File: config.mk
export PLATFORM = sky130hd
export DESIGN_NAME = f_round_back
export DESIGN_NICKNAME = d
export VERILOG_FILES = /design/src/rtl/f_round_back_pkg.sv /design/src/rtl/f_round_back_lzc108.sv /design/src/rtl/f_round_back.sv
export SDC_FILE = /design/constraint.sdc
export NUM_CORES = 2
export LEC_CHECK = 0
export BUFFER_PORTS_ARGS = -buffer_cell sky130_fd_sc_hd__buf_2
export CELL_PAD_IN_SITES_DETAIL_PLACEMENT = 0
export CELL_PAD_IN_SITES_GLOBAL_PLACEMENT = 1
export CORE_MARGIN = 8
export CORE_UTILIZATION = 51
export CTS_BUF_LIST = sky130_fd_sc_hd__clkbuf_4 sky130_fd_sc_hd__clkbuf_8 sky130_fd_sc_hd__clkbuf_16
export DETAILED_ROUTE_END_ITERATION = 10
export PLACE_DENSITY_LB_ADDON = 0.1
export SETUP_SLACK_MARGIN = 0.02
export SLEW_MARGIN = 0
export SYNTH_ARGS = -nofsm -noshare
export SYNTH_HDL_FRONTEND = slang
export SYNTH_SLANG_ARGS = --single-unit
File: constraint.sdc
create_clock -name clk -period 12.25 [get_ports clk]
set_input_delay 1.225 -clock clk [delete_from_list [all_inputs] [get_ports clk]]
set_output_delay 1.225 -clock clk [all_outputs]
set_load 0.05 [all_outputs]
File: src/rtl/f_round_back_pkg.sv
// Shared FP back-end definitions: rounding-mode codes, IEEE constants, flag indices, stage records.
// No logic of its own; latency and backpressure are defined by the modules that import it.
// Stage records are sized for the IEEE double format.
package f_round_back_pkg;

    localparam int EXP_W  = 11;
    localparam int FRAC_W = 52;
    localparam int LF_W   = 2*FRAC_W + 4;
    localparam int XE_W   = EXP_W + 2;

    typedef enum logic [1:0] {
        RM_RN = 2'd0,
        RM_RZ = 2'd1,
        RM_RP = 2'd2,
        RM_RM = 2'd3
    } rmode_e;

    localparam logic [63:0]     DEFAULT_DNAN = 64'h7FF7FFFFFFFFFFFF;
    localparam logic [XE_W-1:0] EXP_BIAS     = 13'd1023;
    localparam logic [XE_W:0]   EXP_MAX      = 14'd2047;

    localparam int FLAG_V = 4;
    localparam int FLAG_Z = 3;
    localparam int FLAG_O = 2;
    localparam int FLAG_U = 1;
    localparam int FLAG_I = 0;

    typedef struct packed {
        logic             sign;
        logic [XE_W-1:0]  exp;
        logic [LF_W-1:0]  mag;
        logic [6:0]       lz;
        logic             zero;
        logic             invalid;
        rmode_e           rm;
    } s1_t;

    typedef struct packed {
        logic              sign;
        logic [XE_W-1:0]   exp;
        logic [FRAC_W-1:0] mant;
        logic              guard;
        logic              sticky;
        logic              zero;
        logic              invalid;
        logic              ftz;
        rmode_e            rm;
    } s2_t;

    function automatic logic round_inc(rmode_e rm, logic sign, logic lsb, logic guard, logic sticky);
        case (rm)
            RM_RN:   return guard & (sticky | lsb);
            RM_RP:   return !sign & (guard | sticky);
            RM_RM:   return sign & (guard | sticky);
            default: return 1'b0;
        endcase
    endfunction

endpackage

File: src/rtl/f_round_back_lzc108.sv
// Leading-zero counter over the 108-bit long fraction; returns 108 for an all-zero input.
// Latency: combinational.
// Backpressure: none, pure function of its input.
module f_lzc108 (
    input  logic [107:0] din,
    output logic [6:0]   lz
);

    always_comb begin
        lz = 7'd108;
        for (int i = 0; i < 108; i++) begin
            if (din[i]) lz = 7'(107 - i);
        end
    end

endmodule

File: src/rtl/f_round_back.sv
// FP back end: normalise, round and pack a double from exponent + 108-bit signed fraction (FLUSH_DENORM_EN: flush subnormals to zero).
// Latency: 3 cycles, 1 op/cycle.
// Backpressure: a_wait freezes every stage and the outputs; flush clears all valids and wins over a_wait.
module f_round_back
    import f_round_back_pkg::*;
#(
    parameter int info_width = 1,
    parameter int exp_width  = 11,
    parameter int frac_width = 52
) (
    input  logic                      clk,
    input  logic                      reset,
    input  logic                      a_wait,
    input  logic                      flush,
    output logic                      busy,
    input  logic                      in_sign,
    input  logic [exp_width+1:0]      in_exp,
    input  logic [2*frac_width+3:0]   in_frac,
    input  logic                      in_invalid,
    input  logic [1:0]                rmode,
    input  logic [info_width-1:0]     info_in,
    output logic [63:0]               result,
    output logic [4:0]                flags,
    output logic [info_width-1:0]     info_out
);

    s1_t                   s1_n, s1_q;
    s2_t                   s2_n, s2_q;
    logic [info_width-1:0] s1_info, s2_info;
    logic [LF_W-1:0]       mag_c;
    logic [6:0]            lz_c;

    // S1: magnitude and leading-one detect
    assign mag_c = in_frac[LF_W-1] ? (~in_frac + 108'd1) : in_frac;

    f_lzc108 u_lzc (
        .din (mag_c),
        .lz  (lz_c)
    );

    always_comb begin
        s1_n         = '0;
        s1_n.sign    = in_sign ^ in_frac[LF_W-1];
        s1_n.exp     = in_exp;
        s1_n.mag     = mag_c;
        s1_n.lz      = lz_c;
        s1_n.zero    = (mag_c == '0);
        s1_n.invalid = in_invalid;
        s1_n.rm      = rmode_e'(rmode);
    end

    // S2: leading one is taken to bit 107 (two above the architectural bit 105),
    // so mantissa/guard/sticky sit two bits higher than the nominal 104:53/52/51:0.
    logic [LF_W-1:0]       norm;
    logic signed [XE_W:0]  e14;
    logic                  den;
    logic [2*LF_W-1:0]     wide;

    assign norm = s1_q.mag << s1_q.lz;
    assign e14  = $signed({s1_q.exp[XE_W-1], s1_q.exp}) + 14'sd2 - $signed({7'd0, s1_q.lz});
    assign den  = (e14 <= 14'sd0);

`ifdef FLUSH_DENORM_EN
    assign wide = {norm, {LF_W{1'b0}}};
`else
    logic signed [XE_W:0] sh_raw;
    logic [7:0]           sh;

    always_comb begin
        sh_raw = 14'sd1 - e14;
        sh     = 8'd0;
        if (den) sh = (sh_raw > 14'sd108) ? 8'd108 : sh_raw[7:0];
    end

    assign wide = {norm, {LF_W{1'b0}}} >> sh;
`endif

    always_comb begin
        s2_n         = '0;
        s2_n.sign    = s1_q.sign;
        s2_n.exp     = den ? '0 : e14[XE_W-1:0];
        s2_n.mant    = wide[214:163];
        s2_n.guard   = wide[162];
        s2_n.sticky  = |wide[161:0];
        s2_n.zero    = s1_q.zero;
        s2_n.invalid = s1_q.invalid;
`ifdef FLUSH_DENORM_EN
        s2_n.ftz     = den;
`else
        s2_n.ftz     = 1'b0;
`endif
        s2_n.rm      = s1_q.rm;
    end

    // S3: round and pack
    logic              inc;
    logic [FRAC_W:0]   sum;
    logic [XE_W:0]     e_r;
    logic              inexact;
    logic [63:0]       res_c;
    logic [4:0]        flg_c;

    always_comb begin
        inc     = round_inc(s2_q.rm, s2_q.sign, s2_q.mant[0], s2_q.guard, s2_q.sticky);
        sum     = {1'b0, s2_q.mant} + {{FRAC_W{1'b0}}, inc};
        e_r     = {1'b0, s2_q.exp} + {{XE_W{1'b0}}, sum[FRAC_W]};
        inexact = s2_q.guard | s2_q.sticky;
        res_c   = {s2_q.sign, e_r[EXP_W-1:0], sum[FRAC_W-1:0]};
        flg_c   = '0;
        flg_c[FLAG_I] = inexact;
        flg_c[FLAG_U] = inexact & (e_r == '0);

        if (s2_q.invalid) begin
            res_c         = DEFAULT_DNAN;
            flg_c         = '0;
            flg_c[FLAG_V] = 1'b1;
        end else if (s2_q.zero) begin
            res_c = {s2_q.sign, 63'd0};
            flg_c = '0;
        end else if (s2_q.ftz) begin
            res_c         = {s2_q.sign, 63'd0};
            flg_c         = '0;
            flg_c[FLAG_U] = 1'b1;
            flg_c[FLAG_I] = 1'b1;
        end else if (e_r >= EXP_MAX) begin
            flg_c         = '0;
            flg_c[FLAG_O] = 1'b1;
            flg_c[FLAG_I] = 1'b1;
            case (s2_q.rm)
                RM_RN:   res_c = {s2_q.sign, 11'h7FF, 52'd0};
                RM_RZ:   res_c = {s2_q.sign, 63'h7FEFFFFFFFFFFFFF};
                RM_RP:   res_c = s2_q.sign ? {1'b1, 63'h7FEFFFFFFFFFFFFF} : {1'b0, 11'h7FF, 52'd0};
                default: res_c = s2_q.sign ? {1'b1, 11'h7FF, 52'd0} : {1'b0, 63'h7FEFFFFFFFFFFFFF};
            endcase
        end
    end

    always_ff @(posedge clk) begin
        if (reset) begin
            s1_q     <= '0;
            s2_q     <= '0;
            s1_info  <= '0;
            s2_info  <= '0;
            result   <= '0;
            flags    <= '0;
            info_out <= '0;
        end else begin
            if (!a_wait) begin
                s1_q     <= s1_n;
                s1_info  <= info_in;
                s2_q     <= s2_n;
                s2_info  <= s1_info;
                info_out <= s2_info;
                if (s2_info[0]) begin
                    result <= res_c;
                    flags  <= flg_c;
                end
            end
            if (flush) begin
                s1_info[0]  <= 1'b0;
                s2_info[0]  <= 1'b0;
                info_out[0] <= 1'b0;
            end
        end
    end

    assign busy = s1_info[0] | s2_info[0] | info_out[0] | a_wait;

endmodule

==> flow_metrics.env <==
export IMPL_postRouteAntennaNets=0
export IMPL_slew_violations=0
export IMPL_swShare=0.5144
export IMPL_fp_dieH_um=270.6
export IMPL_r2r_start="s1_q[6]"
export IMPL_start_util=0.5147
export IMPL_numPortBuffers=199
export IMPL_die_area_sq_um=73220
export IMPL_r2r_cells=22
export IMPL_grt_overflow_total=0
export IMPL_powerDensity_nw_per_um2=146.8
export IMPL_holdPathEnd="flags[0]"
export IMPL_drtPass1Iterations=7
export IMPL_core_area_sq_um=64230
export IMPL_fin_nets=4556
export IMPL_setup_viol_count_final=0
export IMPL_synth_seq_area_share=0.1671
export IMPL_syn_nets=4623
export IMPL_worstSetupPathType="flop to flop"
export IMPL_setup_ws_ns=3.130
export IMPL_yosysUniqueCellTypes=104
export IMPL_area_delta_synth_final_pct=6.737
export IMPL_rrSetupSlack_ns=3.13
export IMPL_clk_pin_slew_ns=0.10
export IMPL_ir_worst_vdd_uv=108.8
export IMPL_placed_cells=5223
export IMPL_hold_depth=2
export IMPL_layout_drive_gt1_share=0.1557
export IMPL_hold_ws_ns=0.4517
export IMPL_cts_hold_buf=0
export IMPL_synth_top_area_share=0.1671
export IMPL_fin_area_sq_um=35290
export IMPL_status="finished clean"
export IMPL_pre_cts_ws_ns=3.477
export IMPL_cts_repair_resized=0
export IMPL_crit_path_end_kind="flop"
export IMPL_remaining_drc_errors=0
export IMPL_seqPwrFrac=0.201
export IMPL_place_area_sq_um=34320
export IMPL_worstSetupStartpointType="flop"
export IMPL_stdcell_count=5274
export IMPL_drt_total_wl_um=141400
export IMPL_cts_sinks=276
export IMPL_synth_ff_type="dfxtp_1"
export IMPL_pin_count=201
export IMPL_clockBufferDepth=3
export IMPL_maxSlewHeadroom=0.06766
export IMPL_cts_tree="built"
export IMPL_timing_fmax_mhz=109.7
export IMPL_fin_crit_sh=0.7445
export IMPL_synth_edf_count=0
export IMPL_cp_required_ns=12.70
export IMPL_htreeDepth=1
export IMPL_synth_top_area_cell="dfxtp_1"
export IMPL_rsz0062_at_grt="no"
export IMPL_synth_area_top_cells="dfxtp_1 17%, mux4_2 12%, nor2_1 6.8%, mux2i_1 6.8%, nand2_1 5.7%"
export IMPL_avgRoutedWirePerCell_um=26.81
export IMPL_p_sw_mw=2.665
export IMPL_p_leak_nw=13.17
export IMPL_drv_cap=0
export IMPL_worstPathMaxFanout=41
export IMPL_post_drt_via_cell_ratio=7.020
export IMPL_rows=93
export IMPL_worst_slew_pin_slew_ns=1.384
export IMPL_p_int_mw=2.516
export IMPL_syn_area_per_cell_sq_um=7.402
export IMPL_hold_viol_final=0
export IMPL_clk_latency_ns=0.61
export IMPL_antenna_found_initial=2
export IMPL_cp_arrival_ns=9.57
export IMPL_final_seq_area_sq_um=5547
export IMPL_dp_final_hpwl_um=106800
export IMPL_synth_seq_cells=276
export IMPL_syn_inst=4466
export IMPL_post_cts_buffers=0
export IMPL_multi_input_area_sq_um=25830
export IMPL_finalWorstPathRequiredPeriod_ns=9.120
export IMPL_drtIter0Drc=5276
export IMPL_skew_ns=0.05217
export IMPL_cts_buffers=29
export IMPL_die_w_um=270.6
export IMPL_hp_class="flop to flop"
export IMPL_n_antenna_cell=0
export IMPL_fin_tns_setup_ns=0
export IMPL_ys_warn_count=0
export IMPL_p_clk_frac=0.177
export IMPL_grt_pass1_vias=34490
export IMPL_routabilityCongestion=1.062
export IMPL_cts_root_buf="clkbuf_16"
export IMPL_r2r_end="s2_q[5]"
export IMPL_vias=37030
export IMPL_grt_max_degree=109
export IMPL_combPwrFrac=0.622
export IMPL_fill_cells=6302
export IMPL_grt_pass1_wl_um=213100
export IMPL_min_from="flags[0]"
export IMPL_async_flop_share=0
export IMPL_synthesis_area_sq_um=33060
export IMPL_grt_use_total=0.3621
layout make-up:
class / instances / share of cell area
Clock buffer: 41 / 0.02401
Tap cell: 855 / 0.03032
Inverter: 72 / 0.007659
Multi-Input combinational cell: 3744 / 0.7321
Sequential cell: 276 / 0.1572
Clock inverter: 10 / 0.003262
Timing Repair Buffer: 276 / 0.04549
worst max-delay path: stages (launching register included):
cell	delay, ns
dfxtp_4	0.62
inv_2	0.44
ha_1	0.48
ha_1	0.34
a211o_1	0.37
a31oi_2	0.34
o221ai_2	0.22
nor4_2	0.39
nand4b_2	0.32
o21ai_2	0.71
o211ai_1	0.55
a21oi_4	0.86
buf_4	0.53
nor3_1	0.11
a21oi_1	0.23
mux2i_1	0.11
o21ai_0	0.53
o21ai_0	0.27
nor4_1	0.51
a31oi_1	0.28
a2111o_1	0.52
o22ai_2	0.13
a221oi_2	0.08
per-stage QoR:
step | util | total power [mW]
2_1_floorplan | - | 3.115
3_3_place_gp | 0.5344 | 4.135
3_5_place_dp | 0.5344 | 4.104
4_1_cts | 0.5493 | 5.026
5_1_grt | 0.5493 | 5.365
6_report | 0.5493 | 5.181
cell usage after synthesis (all sizes together) (26+ instances only):
library cell	n
o211ai	60
inv	68
a22oi	76
or3	36
xnor2	89
nand2	498
mux2i	223
a211oi	77
dfxtp	276
a21oi	342
mux2	90
mux4	176
or2	29
nor4	36
nand3	132
buf	131
xor2	91
nor2	598
a31oi	92
o31ai	50
nor3	136
and3	38
nand2b	28
ha	26
o22ai	62
and2	39
a21o	30
o21ai	291
clkbuf	243
nand4	39
per-layer routing:
metal,track usage,vias to the layer above,share of wire
met3,0.08045,477,0.10
li1,-,16680,-
met4,0.1643,2,0.054
met1,0.4673,17560,0.40
met2,0.5745,2304,0.45
met5,0,-,0.000099
how the worst max path moves through the flow:
| stage | endpoint | startpoint | cells past startpoint |
|---|---|---|---|
| final | s2_q[5] | s1_q[6] | 22 |
| after global routing | s2_q[5] | s1_q[6] | 21 |
| after CTS | s2_q[5] | s1_q[6] | 22 |
| after detailed placement | s2_q[5] | s1_q[6] | 22 |
| after global placement | s2_q[5] | s1_q[6] | 22 |
| after floorplan | s2_q[5] | s1_q[6] | 26 |
state kept, by name (all words and copies together), names as in the netlist:
register and flops:
flags 4, info_out 1, result 64, s1_info 1, s1_q 133, s2_info 1
s2_q 72
cells by family (layout without fill, tap and decap cells):
family	after synthesis	after routing	synth area share
flip-flops	276	276	0.1671
AND/OR/NAND/NOR	1671	1671	0.2274
XOR/XNOR	180	180	0.04769
buffers and inverters	446	399	0.05431
other	1	1	0.0001134
AO/OA/AOI/OAI	1376	1376	0.2747
adder cells (fa/ha/maj)	27	27	0.01045
multiplexers	489	489	0.2182
power groups by stage:
stage	Clock, mW	Sequential [mW]	Combinational, mW
floorplan	0	1.01	2.10
global placement	0	1.05	3.08
detailed placement	0	1.06	3.05
CTS	0.929	1.04	3.06
global route	0.962	1.05	3.36
finish	0.918	1.04	3.22
cells in the final DEF (no fill, tap or decap), types with 17 or more instances in the layout:
| cell | count |
|---|---|
| buf_2 | 197 |
| nand3_1 | 132 |
| nand2_1 | 494 |
| mux2i_1 | 223 |
| a211oi_1 | 74 |
| or2_2 | 24 |
| xor2_1 | 91 |
| a211o_1 | 17 |
| nor2_1 | 595 |
| a21o_1 | 30 |
| xnor2_1 | 89 |
| o22a_1 | 17 |
| and2_1 | 37 |
| mux4_2 | 176 |
| a221oi_1 | 17 |
| and3_1 | 38 |
| a22oi_1 | 76 |
| o22ai_1 | 61 |
| inv_1 | 64 |
| o32ai_1 | 18 |
| mux2_2 | 89 |
| clkbuf_16 | 29 |
| a31oi_1 | 91 |
| buf_4 | 76 |
| o31ai_1 | 49 |
| nand2b_1 | 28 |
| nor3_1 | 131 |
| or3_1 | 36 |
| nand4_1 | 39 |
| dfxtp_1 | 269 |
| a21oi_1 | 339 |
| nor4_1 | 35 |
| o21ai_0 | 279 |
| o21a_1 | 24 |
| ha_1 | 26 |
| o211ai_1 | 60 |
Note: power is estimated with default switching activity, not from simulation.
